--- config.mk ---
export PLATFORM = sky130hd
export DESIGN_NAME = tcm_mem_port_flat
export DESIGN_NICKNAME = d
export VERILOG_FILES = /design/src/rtl/tcm_mem_port_if.sv /design/src/rtl/tcm_mem_port.sv /design/src/flat_wrapper.sv
export SDC_FILE = /design/constraint.sdc
export NUM_CORES = 1
export LEC_CHECK = 0
export ABC_AREA = 0
export CAP_MARGIN = 20
export CORE_ASPECT_RATIO = 1.4
export CORE_MARGIN = 4
export CORE_UTILIZATION = 40
export DETAILED_ROUTE_END_ITERATION = 7
export PLACE_DENSITY = 0.89
export SLEW_MARGIN = 30
export SYNTH_ARGS = -nofsm -noshare
export SYNTH_HDL_FRONTEND = slang
export SYNTH_SLANG_ARGS = --single-unit
--- constraint.sdc ---
create_clock -name clk_i -period 3.5 [get_ports clk_i]
set_clock_uncertainty 0.1 [all_clocks]
set_input_delay 0.7 -clock clk_i [delete_from_list [all_inputs] [get_ports clk_i]]
set_output_delay 0.7 -clock clk_i [all_outputs]
set_load 0.01 [all_outputs]
--- src/rtl/tcm_mem_port_if.sv ---
// tcm_mem_port_if: request/response channel between a requester and the TCM port adapter
interface tcm_mem_port_if #(parameter int TAG_W = 4);
  logic             req_valid_i;
  logic             req_accept_o;
  logic [31:0]      req_addr_i;
  logic [3:0]       req_wr_i;
  logic [31:0]      req_data_i;
  logic [TAG_W-1:0] req_tag_i;
  logic             resp_valid_o;
  logic             resp_ready_i;
  logic [31:0]      resp_data_o;
  logic [TAG_W-1:0] resp_tag_o;
  logic             resp_error_o;
  modport master (
    output req_valid_i, req_addr_i, req_wr_i, req_data_i, req_tag_i, resp_ready_i,
    input  req_accept_o, resp_valid_o, resp_data_o, resp_tag_o, resp_error_o
  );
  modport slave (
    input  req_valid_i, req_addr_i, req_wr_i, req_data_i, req_tag_i, resp_ready_i,
    output req_accept_o, resp_valid_o, resp_data_o, resp_tag_o, resp_error_o
  );
endinterface

--- src/rtl/tcm_mem_port.sv ---
// tcm_mem_port: 32-bit tagged request/response adapter onto one 64-bit byte-enabled TCM RAM port
module tcm_mem_port #(
  parameter logic [31:0] BASE_ADDR  = 32'h0000_0000,
  parameter int          TAG_W      = 4,
  parameter int          RESP_DEPTH = 2
) (
  input  logic         clk_i,
  input  logic         rst_i,
  tcm_mem_port_if.slave bus,
  output logic [12:0]  ram_addr_o,
  output logic [63:0]  ram_data_o,
  output logic [7:0]   ram_wr_o,
  input  logic [63:0]  ram_data_i
);
  localparam int PW = RESP_DEPTH > 1 ? $clog2(RESP_DEPTH) : 1;
  localparam int CW = $clog2(RESP_DEPTH + 1);
  localparam logic [PW-1:0] LAST = PW'(RESP_DEPTH - 1);
  logic             fire, err, push, pop, empty;
  logic             inf_v_q, inf_lane_q, inf_wr_q, inf_err_q;
  logic [TAG_W-1:0] inf_tag_q;
  logic [31:0]      cand_data;
  logic [PW-1:0]    wp_q, wp_d, rp_q, rp_d;
  logic [CW-1:0]    cnt_q, cnt_d;
  logic [31:0]      buf_data [RESP_DEPTH];
  logic [TAG_W-1:0] buf_tag  [RESP_DEPTH];
  logic             buf_err  [RESP_DEPTH];
  always_comb begin
    err              = bus.req_addr_i[31:16] != BASE_ADDR[31:16];
    bus.req_accept_o = ~rst_i & ((cnt_q + CW'(inf_v_q)) < CW'(RESP_DEPTH));
    fire             = bus.req_valid_i & bus.req_accept_o;
    ram_addr_o       = bus.req_addr_i[15:3];
    ram_data_o       = {bus.req_data_i, bus.req_data_i};
    ram_wr_o         = fire & ~err ? (bus.req_addr_i[2] ? {bus.req_wr_i, 4'b0} : {4'b0, bus.req_wr_i}) : 8'h00;
    empty            = cnt_q == '0;
    cand_data        = inf_wr_q | inf_err_q ? 32'h0 : inf_lane_q ? ram_data_i[63:32] : ram_data_i[31:0];
    // A response the requester takes immediately skips the buffer entirely
    push             = inf_v_q & ~(empty & bus.resp_ready_i);
    pop              = ~empty & bus.resp_ready_i;
    cnt_d            = cnt_q + CW'(push) - CW'(pop);
    wp_d             = push ? (wp_q == LAST ? '0 : wp_q + 1'b1) : wp_q;
    rp_d             = pop ? (rp_q == LAST ? '0 : rp_q + 1'b1) : rp_q;
    bus.resp_valid_o = ~empty | inf_v_q;
    bus.resp_data_o  = ~empty ? buf_data[rp_q] : inf_v_q ? cand_data : 32'h0;
    bus.resp_tag_o   = ~empty ? buf_tag[rp_q] : inf_v_q ? inf_tag_q : '0;
    bus.resp_error_o = ~empty ? buf_err[rp_q] : inf_v_q & inf_err_q;
  end
  always_ff @(posedge clk_i or posedge rst_i) begin
    if (rst_i) begin
      inf_v_q    <= 1'b0;
      inf_lane_q <= 1'b0;
      inf_wr_q   <= 1'b0;
      inf_err_q  <= 1'b0;
      inf_tag_q  <= '0;
      wp_q       <= '0;
      rp_q       <= '0;
      cnt_q      <= '0;
    end else begin
      inf_v_q    <= fire;
      inf_lane_q <= bus.req_addr_i[2];
      inf_wr_q   <= |bus.req_wr_i;
      inf_err_q  <= err;
      inf_tag_q  <= bus.req_tag_i;
      wp_q       <= wp_d;
      rp_q       <= rp_d;
      cnt_q      <= cnt_d;
    end
  end
  always_ff @(posedge clk_i) begin
    if (push) begin
      buf_data[wp_q] <= cand_data;
      buf_tag[wp_q]  <= inf_tag_q;
      buf_err[wp_q]  <= inf_err_q;
    end
  end
  a_no_overflow: assert property (@(posedge clk_i) disable iff (rst_i) cnt_q <= CW'(RESP_DEPTH));
endmodule

--- src/flat_wrapper.sv ---
// flat-port wrapper written by rule: the top's interface ports become plain ports
module tcm_mem_port_flat 
#(
  parameter logic [31:0] BASE_ADDR  = 32'h0000_0000,
  parameter int          TAG_W      = 4,
  parameter int          RESP_DEPTH = 2
)
  (clk_i, rst_i, ram_addr_o, ram_data_o, ram_wr_o, ram_data_i, bus_req_valid_i, bus_req_addr_i, bus_req_wr_i, bus_req_data_i, bus_req_tag_i, bus_resp_ready_i, bus_req_accept_o, bus_resp_valid_o, bus_resp_data_o, bus_resp_tag_o, bus_resp_error_o);
  tcm_mem_port_if #(.TAG_W(TAG_W)) bus_i ();
  input  logic clk_i;
  input  logic rst_i;
  output logic [12:0] ram_addr_o;
  output logic [63:0] ram_data_o;
  output logic [7:0] ram_wr_o;
  input  logic [63:0] ram_data_i;
  input wire logic [$bits(bus_i.req_valid_i)-1:0] bus_req_valid_i;
  input wire logic [$bits(bus_i.req_addr_i)-1:0] bus_req_addr_i;
  input wire logic [$bits(bus_i.req_wr_i)-1:0] bus_req_wr_i;
  input wire logic [$bits(bus_i.req_data_i)-1:0] bus_req_data_i;
  input wire logic [$bits(bus_i.req_tag_i)-1:0] bus_req_tag_i;
  input wire logic [$bits(bus_i.resp_ready_i)-1:0] bus_resp_ready_i;
  output wire logic [$bits(bus_i.req_accept_o)-1:0] bus_req_accept_o;
  output wire logic [$bits(bus_i.resp_valid_o)-1:0] bus_resp_valid_o;
  output wire logic [$bits(bus_i.resp_data_o)-1:0] bus_resp_data_o;
  output wire logic [$bits(bus_i.resp_tag_o)-1:0] bus_resp_tag_o;
  output wire logic [$bits(bus_i.resp_error_o)-1:0] bus_resp_error_o;
  assign bus_i.req_valid_i = bus_req_valid_i;
  assign bus_i.req_addr_i = bus_req_addr_i;
  assign bus_i.req_wr_i = bus_req_wr_i;
  assign bus_i.req_data_i = bus_req_data_i;
  assign bus_i.req_tag_i = bus_req_tag_i;
  assign bus_i.resp_ready_i = bus_resp_ready_i;
  assign bus_req_accept_o = bus_i.req_accept_o;
  assign bus_resp_valid_o = bus_i.resp_valid_o;
  assign bus_resp_data_o = bus_i.resp_data_o;
  assign bus_resp_tag_o = bus_i.resp_tag_o;
  assign bus_resp_error_o = bus_i.resp_error_o;
  tcm_mem_port #(.BASE_ADDR(BASE_ADDR), .TAG_W(TAG_W), .RESP_DEPTH(RESP_DEPTH)) u_core (.clk_i(clk_i), .rst_i(rst_i), .bus(bus_i), .ram_addr_o(ram_addr_o), .ram_data_o(ram_data_o), .ram_wr_o(ram_wr_o), .ram_data_i(ram_data_i));
endmodule
### Word-level counts from Yosys, hierarchy flattened

Memory sizes are Yosys's and may differ from the RTL's.
Cells that the tools add are included.

* $add $sub $neg: 5
* order comparisons: 1
* muxes and demuxes: 13
* bitwise operators: 13
* reduce and logical (&&, ||, !) cells: 3

Operator list (number)
* 32-bit 2-to-1 mux: 4
* 8-bit 2-to-1 mux: 2
* 16-bit nonzero test: 1
* 4-bit 2-to-1 mux: 2
* 1-bit bitwise AND: 7
* 1-bit 2-to-1 mux: 5
* 2-bit by 1-bit adder with 2-bit output: 2
* 1-bit NOT: 4
* 4-bit OR reduction: 1
* 1-bit adder (second input constant): 2
* 2-bit zero test: 1
* 2-bit less-than comparator (second input constant): 1
* 1-bit OR: 2
* 2-bit by 1-bit subtractor with 2-bit output: 1

* register bits: 12
* RAM bits: 74
* bits of input ports: 140
* output and inout bits: 124
* logic and storage cells: 46
* memories kept: 3

Memory list
* u_core.buf_data: depth 2, width 32, rd ports 1, clocked after Yosys merged registers in 0, write ports 1, RTL line tcm_mem_port.sv:24 `logic [31:0] buf_data [RESP_DEPTH];`
* u_core.buf_tag: depth 2, width 4, rd ports 1, clocked after Yosys merged registers in 0, write ports 1, RTL line tcm_mem_port.sv:25 `logic [TAG_W-1:0] buf_tag [RESP_DEPTH];`
* u_core.buf_err: depth 2, width 1, rd ports 1, clocked after Yosys merged registers in 0, write ports 1, RTL line tcm_mem_port.sv:26 `logic buf_err [RESP_DEPTH];`

### Depth between registers and ports, before layout

* depth after elaboration: 6
* mapped depth: 8
* mapped depth without buffers: 7

### Worst setup path before layout

OpenSTA, ideal clock, no wires.

* kind: in2reg
* from: input port bus_resp_ready_i
* to: memory u_core.buf_data[1][0], enable pin
* setup time: 0.431 ns
* arrival: 2.482 ns
* data required time: 2.969 ns
* setup slack: 0.487 ns
* cell stages on the path: 2
* buffers on the path: 0
* cell sequence: a21bo_2 -> nor2_1

* longest elaborated chain between the ends: 5

Ends and longest elaborated chain
* start, declared: RTL line flat_wrapper.sv:21 `input wire logic [$bits(bus_i.resp_ready_i)-1:0] bus_resp_ready_i;`
* 1-bit bitwise AND: RTL line tcm_mem_port.sv:37 `push = inf_v_q & ~(empty & bus.resp_ready_i);`
* 1-bit NOT: RTL line tcm_mem_port.sv:37
* 1-bit bitwise AND: RTL line tcm_mem_port.sv:37
* 1-bit 2-to-1 mux: RTL line tcm_mem_port.sv:69 `if (push) begin`
* 1-bit 2-to-1 mux (implied by the code): RTL line tcm_mem_port.sv:70 `buf_data[wp_q] <= cand_data;`
* end, declared: RTL line tcm_mem_port.sv:24

No other way between the ends.

### Worst setup path in the final report

* from: input port bus_req_addr_i[17]
* to: output port ram_wr_o[1]

* longest elaborated chain between the ends: 4

Ends and longest elaborated chain
* start, declared: RTL line flat_wrapper.sv:17 `input wire logic [$bits(bus_i.req_addr_i)-1:0] bus_req_addr_i;`
* 16-bit nonzero test: RTL line tcm_mem_port.sv:28 `err = bus.req_addr_i[31:16] != BASE_ADDR[31:16];`
* net u_core.err: RTL line tcm_mem_port.sv:18 `logic fire, err, push, pop, empty;`
* 1-bit NOT: RTL line tcm_mem_port.sv:33 `ram_wr_o = fire & ~err ? (bus.req_addr_i[2] ? {bus.req_wr_i, 4'b0} : {4'b0, bus.req_wr_i}) : 8'h00;`
* 1-bit bitwise AND: RTL line tcm_mem_port.sv:33
* 8-bit 2-to-1 mux: RTL line tcm_mem_port.sv:33
* end, declared: RTL line flat_wrapper.sv:14 `output logic [7:0] ram_wr_o;`

The timed path passes the listed nets, and every way through them passes these cells.

==> results_dict.tcl <==
set metrics [dict create \
    post-route-worst-setup-slack_ns 0.180 \
    synth.area.mux_share 0.139 \
    slew_viol_final 0 \
    cp_top_family "buffers and inverters" \
    gr-usage-all-layers 0.162 \
    synthDistinctLibCells 33 \
    cts_hold_buf 0 \
    cp_slowest_stage_delay_ns 0.57 \
    cp_max_fo 9 \
    slew_headroom 0.517 \
    finalSetupTns_ns 0 \
    synth_top_family_by_area "buffers and inverters" \
    synth.area.top_cells "edfxtp_1 45%, mux2i_1 14%, buf_4 13%" \
    synth.top_cell.area_share 0.454 \
    timing.final.crit_share 0.948 \
    setup_viol 0 \
    grt_pass1_vias 3525 \
    yosysMostFrequentCell "buf_4" \
    grt-ovfl-total 0 \
    clock_path_buffers 2 \
    path_depth 5 \
    cp_cell_sequence "clkdlybuf4s50_1 -> nor4_4 -> nand4_4 -> nor4_2 -> clkdlybuf4s50_1" \
    worstPathArrival_ns 2.52 \
    max_freq_ghz 0.301 \
    cts_buffers 9 \
    crit_path_start "bus_req_addr_i[17]" \
    yosysTopAreaCell "edfxtp_1" \
    vias_per_cell 5.24 \
    grt_max_degree 57 \
    peakVddDrop_uv 294 \
    power_frac_clock 0.269 \
    cts_tree "done" \
    dpl_worst_slack_ns 0.165 \
    cts_root_buffer "clkbuf_16" \
    dp_hpwl_um 8610 \
    switching_share 0.300 \
    cts_setup_buffers 0 \
    synth_edf_count 74 \
    critPathRequiredTime_ns 2.70 \
    cts_resized 0 \
    p_seq_frac 0.348 \
    yosys_warnings 0 \
    drive_gt1_frac 0.0888 \
    power.density_nw_per_um2 613 \
    syn2layout_area_growth_pct 26.9 \
    synth_compound_area_frac 0.0442 \
    insertion_delay_ns 0.33 \
    diodes 0 \
    power.leakage_nw 2.26 \
    hold_class "flip-flop to flip-flop" \
    drt_iter0_drc 97 \
    holdPathStages 0 \
    nNetsFinal 610 \
    wirelength_um 11600 \
    rows 47 \
    synth_area_sq_um 4900 \
    async_flop_share 0.140 \
    cts.sinks 86 \
    dr_wl_met2_um 6160 \
    seq_area_frac_synth 0.515 \
    endpoint_kind "output pin" \
    synth_cells 410 \
    netSwitchingPower_mw 1.14 \
    synth.avg_cell_area_sq_um 11.9 \
    worst_pin_slew_ns 0.724 \
    h-tree-depth 3 \
    routed-wl-met3_um 918 \
    min_from "u_core.inf_tag_q[3]" \
    wl_per_cell_um 18.6 \
    total_power_mw 3.81 \
    syn-num-nets 552 \
    die_w_um 102 \
    drt-met1-wl_um 3810 \
    clk_pin_slew_worst_paths_ns 0.06 \
    outcome "complete, no violations" \
    p_int_mw 2.67 \
    grt_pass1_wl_um 17700 \
    rr_startpoint "u_core.cnt_q[1]" \
    ant_nets 0 \
    die_area_sq_um 14100 \
    drcViolationCount 0 \
    hold_viol_final 0 \
    coreArea_sq_um 11900 \
    drv_cap 0 \
    antenna_found_initial 0 \
    vias 3250 \
    critPathKind "primary input to output pin" \
    rsz0062_at_grt "no" \
    place_congestion 0.729 \
    synth-simple-area-share 0.134 \
    cp-start-kind "primary input" \
    synth_fa_ha_area_frac 0.00511 \
    first_pass_iters 4 \
    routed.top_layer "met4" \
    slowest_stage "clkdlybuf4s50_1" \
    ys.flop_type "edfxtp_1" \
    cp_num_buf_inv 2 \
    die_h_um 139 \
    ys_seq_elements 86 \
    num_io_pins 264 \
    start_util 0.412 \
    portBuffers 139 \
    synthXorXnorAreaFrac 0.00715 \
    ff2ff_path_depth 8 \
    final.min_clock_period_ns 3.32 \
    synth_commonest_cells "82 x buf_4, 74 x edfxtp_1, 68 x mux2i_1" \
    comb_power_share 0.383 \
    cpMostUsedCell "clkdlybuf4s50_1" \
]
==> stage by stage <==
step	util	std cells	instance area [sq um]	hold WS (ns)
after floorplan	-	410	4900	0.343
after global routing	0.523	620	6220	0.405
after CTS	0.523	620	6220	0.387
after detailed placement	0.495	604	5880	0.372
after global placement	0.495	604	5880	0.350
final	0.523	620	6220	0.386
==> cells in the final DEF, fill, tap and decap left out, types with 2 or more instances in the layout <==
cell / count
nor3_1: 7
nand3_1: 8
edfxtp_1: 74
dfrtp_2: 2
nor2_4: 3
nor4_4: 4
xnor2_1: 3
dfrtp_1: 10
buf_12: 4
nor2_1: 33
o21ai_0: 28
clkdlybuf4s50_1: 139
o21ai_1: 8
clkinv_2: 2
mux2i_1: 68
nand3b_1: 32
nor2b_1: 2
buf_4: 6
nand2_1: 5
inv_1: 5
clkbuf_16: 11
ha_1: 2
a21oi_1: 2
==> routing by layer <==
| layer | GRT usage | vias to the layer above |
|---|---|---|
| met5 | 0 | - |
| met4 | 0.104 | 0 |
| met3 | 0.0478 | 72 |
| met2 | 0.293 | 165 |
| met1 | 0.153 | 1506 |
| li1 | - | 1507 |
==> path summary, 6_finish.rpt <==
kind                                         to  slack, ns
min in group asynchronous   u_core.inf_tag_q[2]       0.61
hold / removal             u_core.buf_tag[0][3]       0.39
setup reg to reg                u_core.cnt_q[1]       1.16
hold reg to reg            u_core.buf_tag[0][3]       0.39
max in group asynchronous           u_core.rp_q       2.52
setup / recovery                    ram_wr_o[1]       0.18
==> registers in the layout (all words and copies together), names as in the netlist <==
register / count
u_core.cnt_q: 2
u_core.buf_tag: 8
u_core.buf_data: 64
u_core.wp_q: 1
u_core.rp_q: 1
u_core.inf_lane_q: 1
u_core.inf_wr_q: 1
u_core.inf_err_q: 1
u_core.inf_tag_q: 4
u_core.inf_v_q: 1
u_core.buf_err: 2
==> power groups by stage <==
stage	combinational (mW)	clock (mW)	sequential, mW
2_1_floorplan	0.888	0	1.29
6_report	1.46	1.02	1.33
3_3_place_gp	1.45	0	1.34
5_1_grt	1.58	1.09	1.34
3_5_place_dp	1.49	0	1.35
4_1_cts	1.49	1.05	1.33
==> worst register-to-register path: cells and delay by family, from the launching register on <==
| family | cells | cell delay [ns] |
|---|---|---|
| xor gates and xnor gates | 2 | 0.27 |
| and+or+nand+nor | 1 | 0.41 |
| buffers and inverters | 2 | 0.35 |
| adders and majority gates | 2 | 0.40 |
| AOI/OAI and AO/OA | 1 | 0.28 |
| DFF | 1 | 0.45 |
==> area by class of cell <==
cell class,instances,area (sq um)
fillers,1030,5660
flip-flops and latches,86,2520
inverters,5,18.8
multi-input cells,217,1630
clock buffers,12,289
repair buffers,149,1520
well taps,147,184
clock inverters,4,48.8
==> kinds of logic (layout without fill, tap and decap cells) <==
logic type / Yosys count / count (layout)
muxes: 68 / 68
adders and majority gates: 2 / 2
buffers and inverters: 107 / 170
DFF: 86 / 86
AOI/OAI and AO/OA: 41 / 41
and+or+nand+nor: 102 / 102
xor gates and xnor gates: 4 / 4
(Power assumes the default switching activity.)
